$ cat src/rtl/rrq_pkg.sv
// Shared types and width helpers for the round-robin quantum arbiter.
// The optional owner lock port is enabled by defining RRQ_LOCK_EN.
package rrq_pkg;

   typedef enum logic [1:0] {
      RRQ_IDLE,
      RRQ_GRANT,
      RRQ_HANDOFF
   } rrq_state_t;

   localparam int RRQ_N_DEFAULT       = 4;
   localparam int RRQ_QUANTUM_DEFAULT = 8;

   function automatic int rrq_width(input int value);
      return (value > 2) ? $clog2(value) : 1;
   endfunction

endpackage

$ cat src/rtl/rrq_rr_pick.sv
// Rotating-priority encoder: first set request at or above ptr, wrapping to 0.
module rrq_rr_pick #(
   parameter int N    = 4,
   parameter int ID_W = 2
) (
   input  logic [N-1:0]    req,
   input  logic [ID_W-1:0] ptr,
   output logic            valid,
   output logic [ID_W-1:0] idx
);

   logic [ID_W-1:0] cand;

   // Scan from the farthest offset down so the nearest requester wins last.
   always_comb begin
      valid = 1'b0;
      idx   = '0;
      cand  = '0;
      for (int k = N - 1; k >= 0; k--) begin
         cand = ID_W'((int'(ptr) + k) % N);
         if (req[cand]) begin
            valid = 1'b1;
            idx   = cand;
         end
      end
   end

endmodule

$ cat src/rtl/rr_quantum_arbiter.sv
// N-way round-robin arbiter with a grant quantum and a dead handoff cycle.
// Define RRQ_LOCK_EN to add a lock input that suppresses quantum preemption.
module rr_quantum_arbiter
   import rrq_pkg::*;
#(
   parameter int N       = RRQ_N_DEFAULT,
   parameter int QUANTUM = RRQ_QUANTUM_DEFAULT,
   parameter int ID_W    = rrq_width(N),
   parameter int CNT_W   = rrq_width(QUANTUM)
) (
   input  logic            clk,
   input  logic            rst,
   input  logic [N-1:0]    req,
`ifdef RRQ_LOCK_EN
   input  logic            lock,
`endif
   output logic [N-1:0]    gnt,
   output logic [ID_W-1:0] gnt_id,
   output logic            busy,
   output logic            expired
);

   localparam logic [CNT_W-1:0] CNT_MAX = CNT_W'(QUANTUM - 1);

   rrq_state_t      state_q, state_d;
   logic [N-1:0]    gnt_q, gnt_d;
   logic [ID_W-1:0] gnt_id_q, gnt_id_d;
   logic [ID_W-1:0] ptr_q, ptr_d;
   logic [CNT_W-1:0] cnt_q, cnt_d;
   logic            busy_q, busy_d;
   logic            expired_q, expired_d;

   logic            pick_valid;
   logic [ID_W-1:0] pick_idx;
   logic [ID_W-1:0] pick_next;
   logic            others_waiting;
   logic            lock_hold;

`ifdef RRQ_LOCK_EN
   assign lock_hold = lock;
`else
   assign lock_hold = 1'b0;
`endif

   rrq_rr_pick #(
      .N    (N),
      .ID_W (ID_W)
   ) u_pick (
      .req   (req),
      .ptr   (ptr_q),
      .valid (pick_valid),
      .idx   (pick_idx)
   );

   assign pick_next      = (pick_idx == ID_W'(N - 1)) ? '0 : pick_idx + 1'b1;
   assign others_waiting = |(req & ~gnt_q);

   // IDLE and HANDOFF both grant to the pick; HANDOFF never lingers a second cycle.
   always_comb begin
      state_d   = state_q;
      gnt_d     = gnt_q;
      gnt_id_d  = gnt_id_q;
      ptr_d     = ptr_q;
      cnt_d     = cnt_q;
      expired_d = 1'b0;
      case (state_q)
         RRQ_IDLE, RRQ_HANDOFF: begin
            gnt_d    = '0;
            gnt_id_d = '0;
            cnt_d    = '0;
            state_d  = RRQ_IDLE;
            if (pick_valid) begin
               state_d         = RRQ_GRANT;
               gnt_d[pick_idx] = 1'b1;
               gnt_id_d        = pick_idx;
               ptr_d           = pick_next;
            end
         end
         RRQ_GRANT: begin
            if (!req[gnt_id_q]) begin
               state_d  = RRQ_HANDOFF;
               gnt_d    = '0;
               gnt_id_d = '0;
               cnt_d    = '0;
            end else if (cnt_q == CNT_MAX) begin
               if (lock_hold) begin
                  cnt_d = CNT_MAX;
               end else if (others_waiting) begin
                  state_d   = RRQ_HANDOFF;
                  gnt_d     = '0;
                  gnt_id_d  = '0;
                  cnt_d     = '0;
                  expired_d = 1'b1;
               end else begin
                  cnt_d = '0;
               end
            end else begin
               cnt_d = cnt_q + 1'b1;
            end
         end
         default: begin
            state_d  = RRQ_IDLE;
            gnt_d    = '0;
            gnt_id_d = '0;
            cnt_d    = '0;
         end
      endcase
      busy_d = (state_d == RRQ_GRANT);
   end

   always_ff @(posedge clk) begin
      if (rst) begin
         state_q   <= RRQ_IDLE;
         gnt_q     <= '0;
         gnt_id_q  <= '0;
         ptr_q     <= '0;
         cnt_q     <= '0;
         busy_q    <= 1'b0;
         expired_q <= 1'b0;
      end else begin
         state_q   <= state_d;
         gnt_q     <= gnt_d;
         gnt_id_q  <= gnt_id_d;
         ptr_q     <= ptr_d;
         cnt_q     <= cnt_d;
         busy_q    <= busy_d;
         expired_q <= expired_d;
      end
   end

   assign gnt     = gnt_q;
   assign gnt_id  = gnt_id_q;
   assign busy    = busy_q;
   assign expired = expired_q;

endmodule
$ cat config.mk
export PLATFORM = sky130hd
export DESIGN_NAME = rr_quantum_arbiter
export DESIGN_NICKNAME = d
export VERILOG_FILES = /design/src/rtl/rrq_pkg.sv /design/src/rtl/rrq_rr_pick.sv /design/src/rtl/rr_quantum_arbiter.sv
export SDC_FILE = /design/constraint.sdc
export NUM_CORES = 1
export LEC_CHECK = 0
export CORE_UTILIZATION = 48
export CTS_CLUSTER_SIZE = 16
export DETAILED_ROUTE_END_ITERATION = 16
export MAX_ROUTING_LAYER = met4
export PLACE_DENSITY_LB_ADDON = 0.25
export RECOVER_POWER = 50
export SKIP_CTS_REPAIR_TIMING = 1
export SLEW_MARGIN = 5
export SYNTH_ARGS = -nofsm -noshare
export SYNTH_HDL_FRONTEND = slang
export SYNTH_SLANG_ARGS = --single-unit
$ cat constraint.sdc
create_clock -name clk -period 2.2 [get_ports clk]
set_clock_uncertainty 0.2 [all_clocks]
set_input_delay 0.44 -clock clk [delete_from_list [all_inputs] [get_ports clk]]
set_output_delay 0.44 -clock clk [all_outputs]
set_load 0.01 [all_outputs]
=== After elaboration in Yosys (flattened, before gate mapping) ===
Index checks and enable logic that the tools add are counted.
Widths: inputs -> output; s select.

* $add $sub $neg: 5
* Magnitude comparators: 7
* Equality and inequality tests: 7
* Mux-type cells: 37
* Bitwise operators: 5
* Reductions and logical operators: 8

{| class="wikitable"
|+ Operators by type and width
! operator !! number
|-
| $mux 2 || 12
|-
| $lt 2x3->1 const B || 6
|-
| $mux 4 || 4
|-
| $mux 1 || 12
|-
| $reduce_or 4->1 || 3
|-
| $bmux 1 s2 || 5
|-
| $pmux 2 s2 || 2
|-
| $pmux 4 s2 || 1
|-
| $ne 3x3->1 const B || 2
|-
| $add 2x1->2 const B || 2
|-
| $add 2x2->2 const B || 2
|-
| $and 4x4->4 || 1
|-
| $eq 2x1->1 const B || 2
|-
| $eq 2x2->1 const B || 2
|-
| $not 4->4 || 1
|-
| $reduce_and 2->1 || 2
|-
| $add 3x1->3 const B || 1
|-
| $eq 3x3->1 const B || 1
|-
| $not 1->1 || 3
|-
| $demux 1 s2 || 1
|-
| $ge 2x1->1 const B || 1
|-
| $logic_not 2->1 || 1
|-
| $reduce_or 2->1 || 1
|-
| $logic_and 1x1->1 || 1
|}

* Register bits after elaboration: 15
* Input bits: 6
* Output and inout port bits: 8
* Word-level logic and storage cells: 76

=== Logic depth before layout (Yosys ltp) ===
* Depth after elaboration: 13
* Mapped depth: 6
* Mapped depth without buffers: 6

=== Cells and area by module ===
Synthesis repeated with hierarchy kept, for this count alone.

* Cell total of the unflattened synthesis: 68
* Area total of the unflattened synthesis: 725.7 um^2

{| class="wikitable"
|+ Modules (own cells, without submodules)
! module !! instances !! cells an instance !! area each (um^2) !! sequential area each (um^2)
|-
| rr_quantum_arbiter || 1 || 55 || 648.1 || 300.3
|-
| rrq_rr_pick || 1 || 13 || 77.6 || 0.0
|}

=== Least setup slack after synthesis ===
Ideal clock, no wire load.

* Kind: input to register
* From: input req[1]
* To: register gnt_q[0], in the netlist gnt[0]
* Library setup time: 0.117 ns
* Data arrival time: 1.516 ns
* Required time: 1.883 ns
* Path slack: 0.368 ns
* Stages: 6
* Buffers on the path: 0
* Cells stage by stage: nand2b_1 a21oi_1 a211oi_1 inv_1 ha_1 a22o_1

* Word-level cells in the longest chain between the ends: 12
* Elaborated cells between the ends (all ways): 31
* Classes of those cells: 2 x order compare; 2 x eq/ne; 23 x mux; 1 x bitwise; 3 x reduce/logical

{| class="wikitable"
|+ Ends and longest elaborated chain
! item !! line !! RTL
|-
| start, declared || rr_quantum_arbiter.sv:13 || <nowiki>input logic [N-1:0] req,</nowiki>
|-
| $bmux 1 s2 || rrq_rr_pick.sv:21 || <nowiki>if (req[cand]) begin</nowiki>
|-
| $mux 1 (not written as such) || rrq_rr_pick.sv:21 ||
|-
| $mux 2 (4 in a row) || rrq_rr_pick.sv:21 ||
|-
| $lt 2x3->1 (not written as such) or $ge 2x1->1 (tied branches) || rr_quantum_arbiter.sv:74 || <nowiki>gnt_d[pick_idx] = 1'b1;</nowiki>
|-
| $logic_and 1x1->1 (not written as such) || rr_quantum_arbiter.sv:74 ||
|-
| $mux 1 (not written as such) || rr_quantum_arbiter.sv:74 ||
|-
| $demux 1 s2 || rr_quantum_arbiter.sv:74 ||
|-
| $mux 4 || rr_quantum_arbiter.sv:72 || <nowiki>if (pick_valid) begin</nowiki>
|-
| $pmux 4 s2 || rr_quantum_arbiter.sv:66 || <nowiki>case (state_q)</nowiki>
|-
| end signal, assigned || rr_quantum_arbiter.sv:122 || <nowiki>gnt_q <= gnt_d;</nowiki>
|-
| end, declared || rr_quantum_arbiter.sv:26 || <nowiki>logic [N-1:0] gnt_q, gnt_d;</nowiki>
|}

Parallel ways exist; a longest one is shown, timed or not. The select of a mux whose other input is x is not followed.
A chain may end at the register's enable or synchronous reset.

=== Worst setup path after layout ===
* From: input req[3]
* To: register busy_q, in the netlist busy

* Word-level cells in the longest chain between the ends: 9
* Elaborated cells between the ends (all ways): 22
* Classes of those cells: 1 x eq/ne; 19 x mux; 1 x bitwise; 1 x reduce/logical

{| class="wikitable"
|+ Ends and longest elaborated chain
! item !! line !! RTL
|-
| $bmux 1 s2 || rrq_rr_pick.sv:21 ||
|-
| $mux 1 (not written as such) || rrq_rr_pick.sv:21 ||
|-
| $mux 1 (4 in a row) || rrq_rr_pick.sv:21 ||
|-
| $mux 1 || rr_quantum_arbiter.sv:72 ||
|-
| $pmux 2 s2 (*) || rr_quantum_arbiter.sv:66 ||
|-
| $eq 2x1->1 (*) || rr_quantum_arbiter.sv:108 || <nowiki>busy_d = (state_d == RRQ_GRANT);</nowiki>
|-
| end signal, assigned || rr_quantum_arbiter.sv:126 || <nowiki>busy_q <= busy_d;</nowiki>
|-
| end, declared || rr_quantum_arbiter.sv:30 || <nowiki>logic busy_q, busy_d;</nowiki>
|}

Mark *: on every way between the ends. The rest lies on a longest branch, timed or not. The select of a mux whose other input is x is not followed.

==> run summary <==
Outcome -> complete, no violations
Yosys cell types -> 24
Drt drc -> 0
Measured slew at the worst slew-check pin -> 0.815 ns
Core Region -> 1330 um^2
Endpoint type of the worst setup path -> flip-flop
Crit path launch type -> primary input
CTS tree -> done
Sequential share of power -> 49.6%
Final non-filler cell total -> 111
Post-synthesis register bit count -> 15
FF-to-FF setup slack -> 0.44 ns
# nets final -> 109
Critical Path AT -> 2.09 ns
Unrepaired setup endpoints after global routing -> false
Setup Crit Path Kind -> primary input to flip-flop
Placed Cells -> 107
Slew margin rel. -> 45.3%
Drt initial violations -> 5
Clock transition at path regs -> 0.09 ns
CTS Buf Count -> 3
Die width -> 40.1 um
Synthesized area per cell -> 9.97 um^2
Met1 usage -> 24.0%
Area occupied by multi-input gates -> 363 um^2
Comb pwr share -> 27.6%
Post-Syn Area -> 698 um^2
Minimum clock period -> 2.11 ns
Vias in the first global route -> 483
Clock Latency Late Sink -> 0.28 ns
H-tree Lvls -> 1
TritonCTS sink count -> 15
GRT Overall Usage -> 20.0%
GPL Wtd Cong -> 0.773
N_diodes -> 0
P per Cell Area -> 703 nW/um^2
R2R Path End -> gnt[0]$_SDFFE_PP0P_
Final count of negative-setup-slack endpoints -> 0
Detailed Route WL -> 1360 um
Int Pwr -> 467 uW
Row count -> 13
Max incr delay on CP -> 0.50 ns
Most frequent cells in the layout -> dfxtp_1, buf_4, dlygate4sd3_1, nor2_1
HPWL after detailed placement -> 1040 um
Full die area -> 1610 um^2
CTS max path bufs -> 2
Seq/Total Area, Yosys -> 43.0%
FF/Latch Area -> 300 um^2
Max-slew violations -> 0
Layout cells sized above 1 -> 19.8%
Die Span Y -> 40.1 um
Pleak -> 0.437 nW
Clock network power share -> 22.8%
Worst r2r src -> ptr_q[0]$_SDFFE_PP0P_
Grt ovf -> 0
Largest net degree at the start of global routing -> 10
Final hold vios -> 0
Cell Chain, Critical Path -> clkdlybuf4s50_1 > buf_4 > mux4_2 > nand3_1 > nor2b_2 > or2_1
Max-cap violation count -> 0
Setup TNS Final -> 0 ns
Buffers on Ports -> 13
Area grow syn2layout -> 33.7%
Most common cell after layout, fill and taps aside -> dfxtp_1
Clock root buffer -> clkbuf_4
Reg2reg path depth -> 6
Critical path launch point -> req[3]
Crit-path max FO -> 8
Crit-path slowest cell -> mux4_2
Max IR drop VDD -> 0.594 mV
Post-synthesis instance total -> 70
I/O pin count -> 14
Part of the cycle the worst path needs -> 95.8%
Antenna-violating nets left -> 0
Syn Nets -> 82
Busiest grt layer -> met2
Global-route wire length before repair -> 1970 um
DR vias/cell -> 5.05
Fmax achieved -> 0.475 GHz
Drt wl/cell -> 12.3 um
Total net switching power -> 189 uW
Initial DRT Pass Iterations -> 4
Initial antenna violation count -> 0
CP required -> 2.18 ns
Met2 global-route usage -> 31.9%
Met3 GRT Util -> 6.67%
Setup crit end -> busy$_SDFF_PP0_
Ys Warns -> 0
Hold Path Class -> flip-flop to flip-flop
Number of fill cells in the layout -> 109
Via count -> 561
Switch share -> 28.8%
Starting Density -> 52.3%
-- per-stage QoR --
step / utilization [%] / area (um^2) / power [mW] / hold slack [ns] / setup slack [ns]
after global routing: 70.0 / 933 / 0.694 / 0.273 / 0.0374
after CTS: 70.4 / 938 / 0.668 / 0.232 / 0.149
final: 70.0 / 933 / 0.656 / 0.245 / 0.0934
after floorplan: - / 698 / 0.425 / 0.204 / 0.368
after detailed placement: 68.3 / 911 / 0.519 / 0.214 / -0.143
after global placement: 68.3 / 911 / 0.514 / 0.219 / -0.125
-- worst min-delay path by stage --
stage          slack [ns]                   to  cells after the start           startpoint
2_1_floorplan        0.20  cnt_q[0]$_SDFF_PP0_                      1  cnt_q[0]$_SDFF_PP0_
3_3_place_gp         0.22  cnt_q[0]$_SDFF_PP0_                      1  cnt_q[0]$_SDFF_PP0_
3_5_place_dp         0.21  cnt_q[0]$_SDFF_PP0_                      1  cnt_q[0]$_SDFF_PP0_
4_1_cts              0.23  cnt_q[0]$_SDFF_PP0_                      1  cnt_q[0]$_SDFF_PP0_
5_1_grt              0.27  cnt_q[0]$_SDFF_PP0_                      1  cnt_q[0]$_SDFF_PP0_
6_report             0.25  cnt_q[0]$_SDFF_PP0_                      1  cnt_q[0]$_SDFF_PP0_
-- worst max-delay path, delay by kind of cell --
kind	cells	cell delay, ns
muxes	1	0.50
and+or+nand+nor	3	0.48
buffers and inverters	2	0.67
-- logic make-up after synthesis --
kind of cell | share of synthesized area, %
compound gates | 17.2
fa+ha+maj | 10.8
buf+inv | 4.30
flops | 43.0
mux | 3.23
simple gates | 21.5
-- power groups by stage --
| stage | Clock (mW) | Combinational (mW) | Sequential, mW |
|---|---|---|---|
| 2_1_floorplan | 0 | 0.0918 | 0.333 |
| 3_3_place_gp | 0 | 0.183 | 0.331 |
| 3_5_place_dp | 0 | 0.187 | 0.332 |
| 4_1_cts | 0.152 | 0.189 | 0.327 |
| 5_1_grt | 0.163 | 0.201 | 0.329 |
| 6_report | 0.150 | 0.181 | 0.325 |
-- registers in the layout (all words and copies together) (netlist names) --
| signal | flops |
|---|---|
| gnt | 4 |
| cnt_q | 3 |
| gnt_id | 2 |
| ptr_q | 2 |
| state_q | 2 |
| busy | 1 |
| expired | 1 |
-- per-layer routing --
metal,vias up,share of wire [%]
met5,-,0
met4,0,0
met3,0,6.5
met2,19,47
met1,244,47
li1,298,-
-- layout make-up --
class	instances	share of cell area [%]
Multi-Input combinational cell	49	38.9
Sequential cell	15	32.2
Timing Repair Buffer	23	22.0
Clock buffer	3	2.41
Inverter	5	2.01
Tap cell	15	2.01
Clock inverter	1	0.536
-- cell usage after synthesis --
cell type  count  area, um^2
a211oi_1       2        15.0
nand2b_1       2        12.5
or2_1          2        12.5
nor4_1         1        6.26
buf_6          1        11.3
nand2_1        2        7.51
nor3_1         3        15.0
o21ai_0        1        5.00
inv_1          5        18.8
o41ai_2        1        16.3
and2b_1        1        7.51
nor2b_1        1        6.26
a22o_1         6        52.6
and2_1         2        12.5
nor2b_2        1        8.76
dfxtp_1       15         300
a21oi_1        5        25.0
ha_1           6        75.1
o22ai_1        1        6.26
nand3_2        1        10.0
nor2_1         7        26.3
and2b_2        2        17.5
nor3b_1        1        7.51
mux4_2         1        22.5
Note: power is estimated with default switching activity, not from simulation.
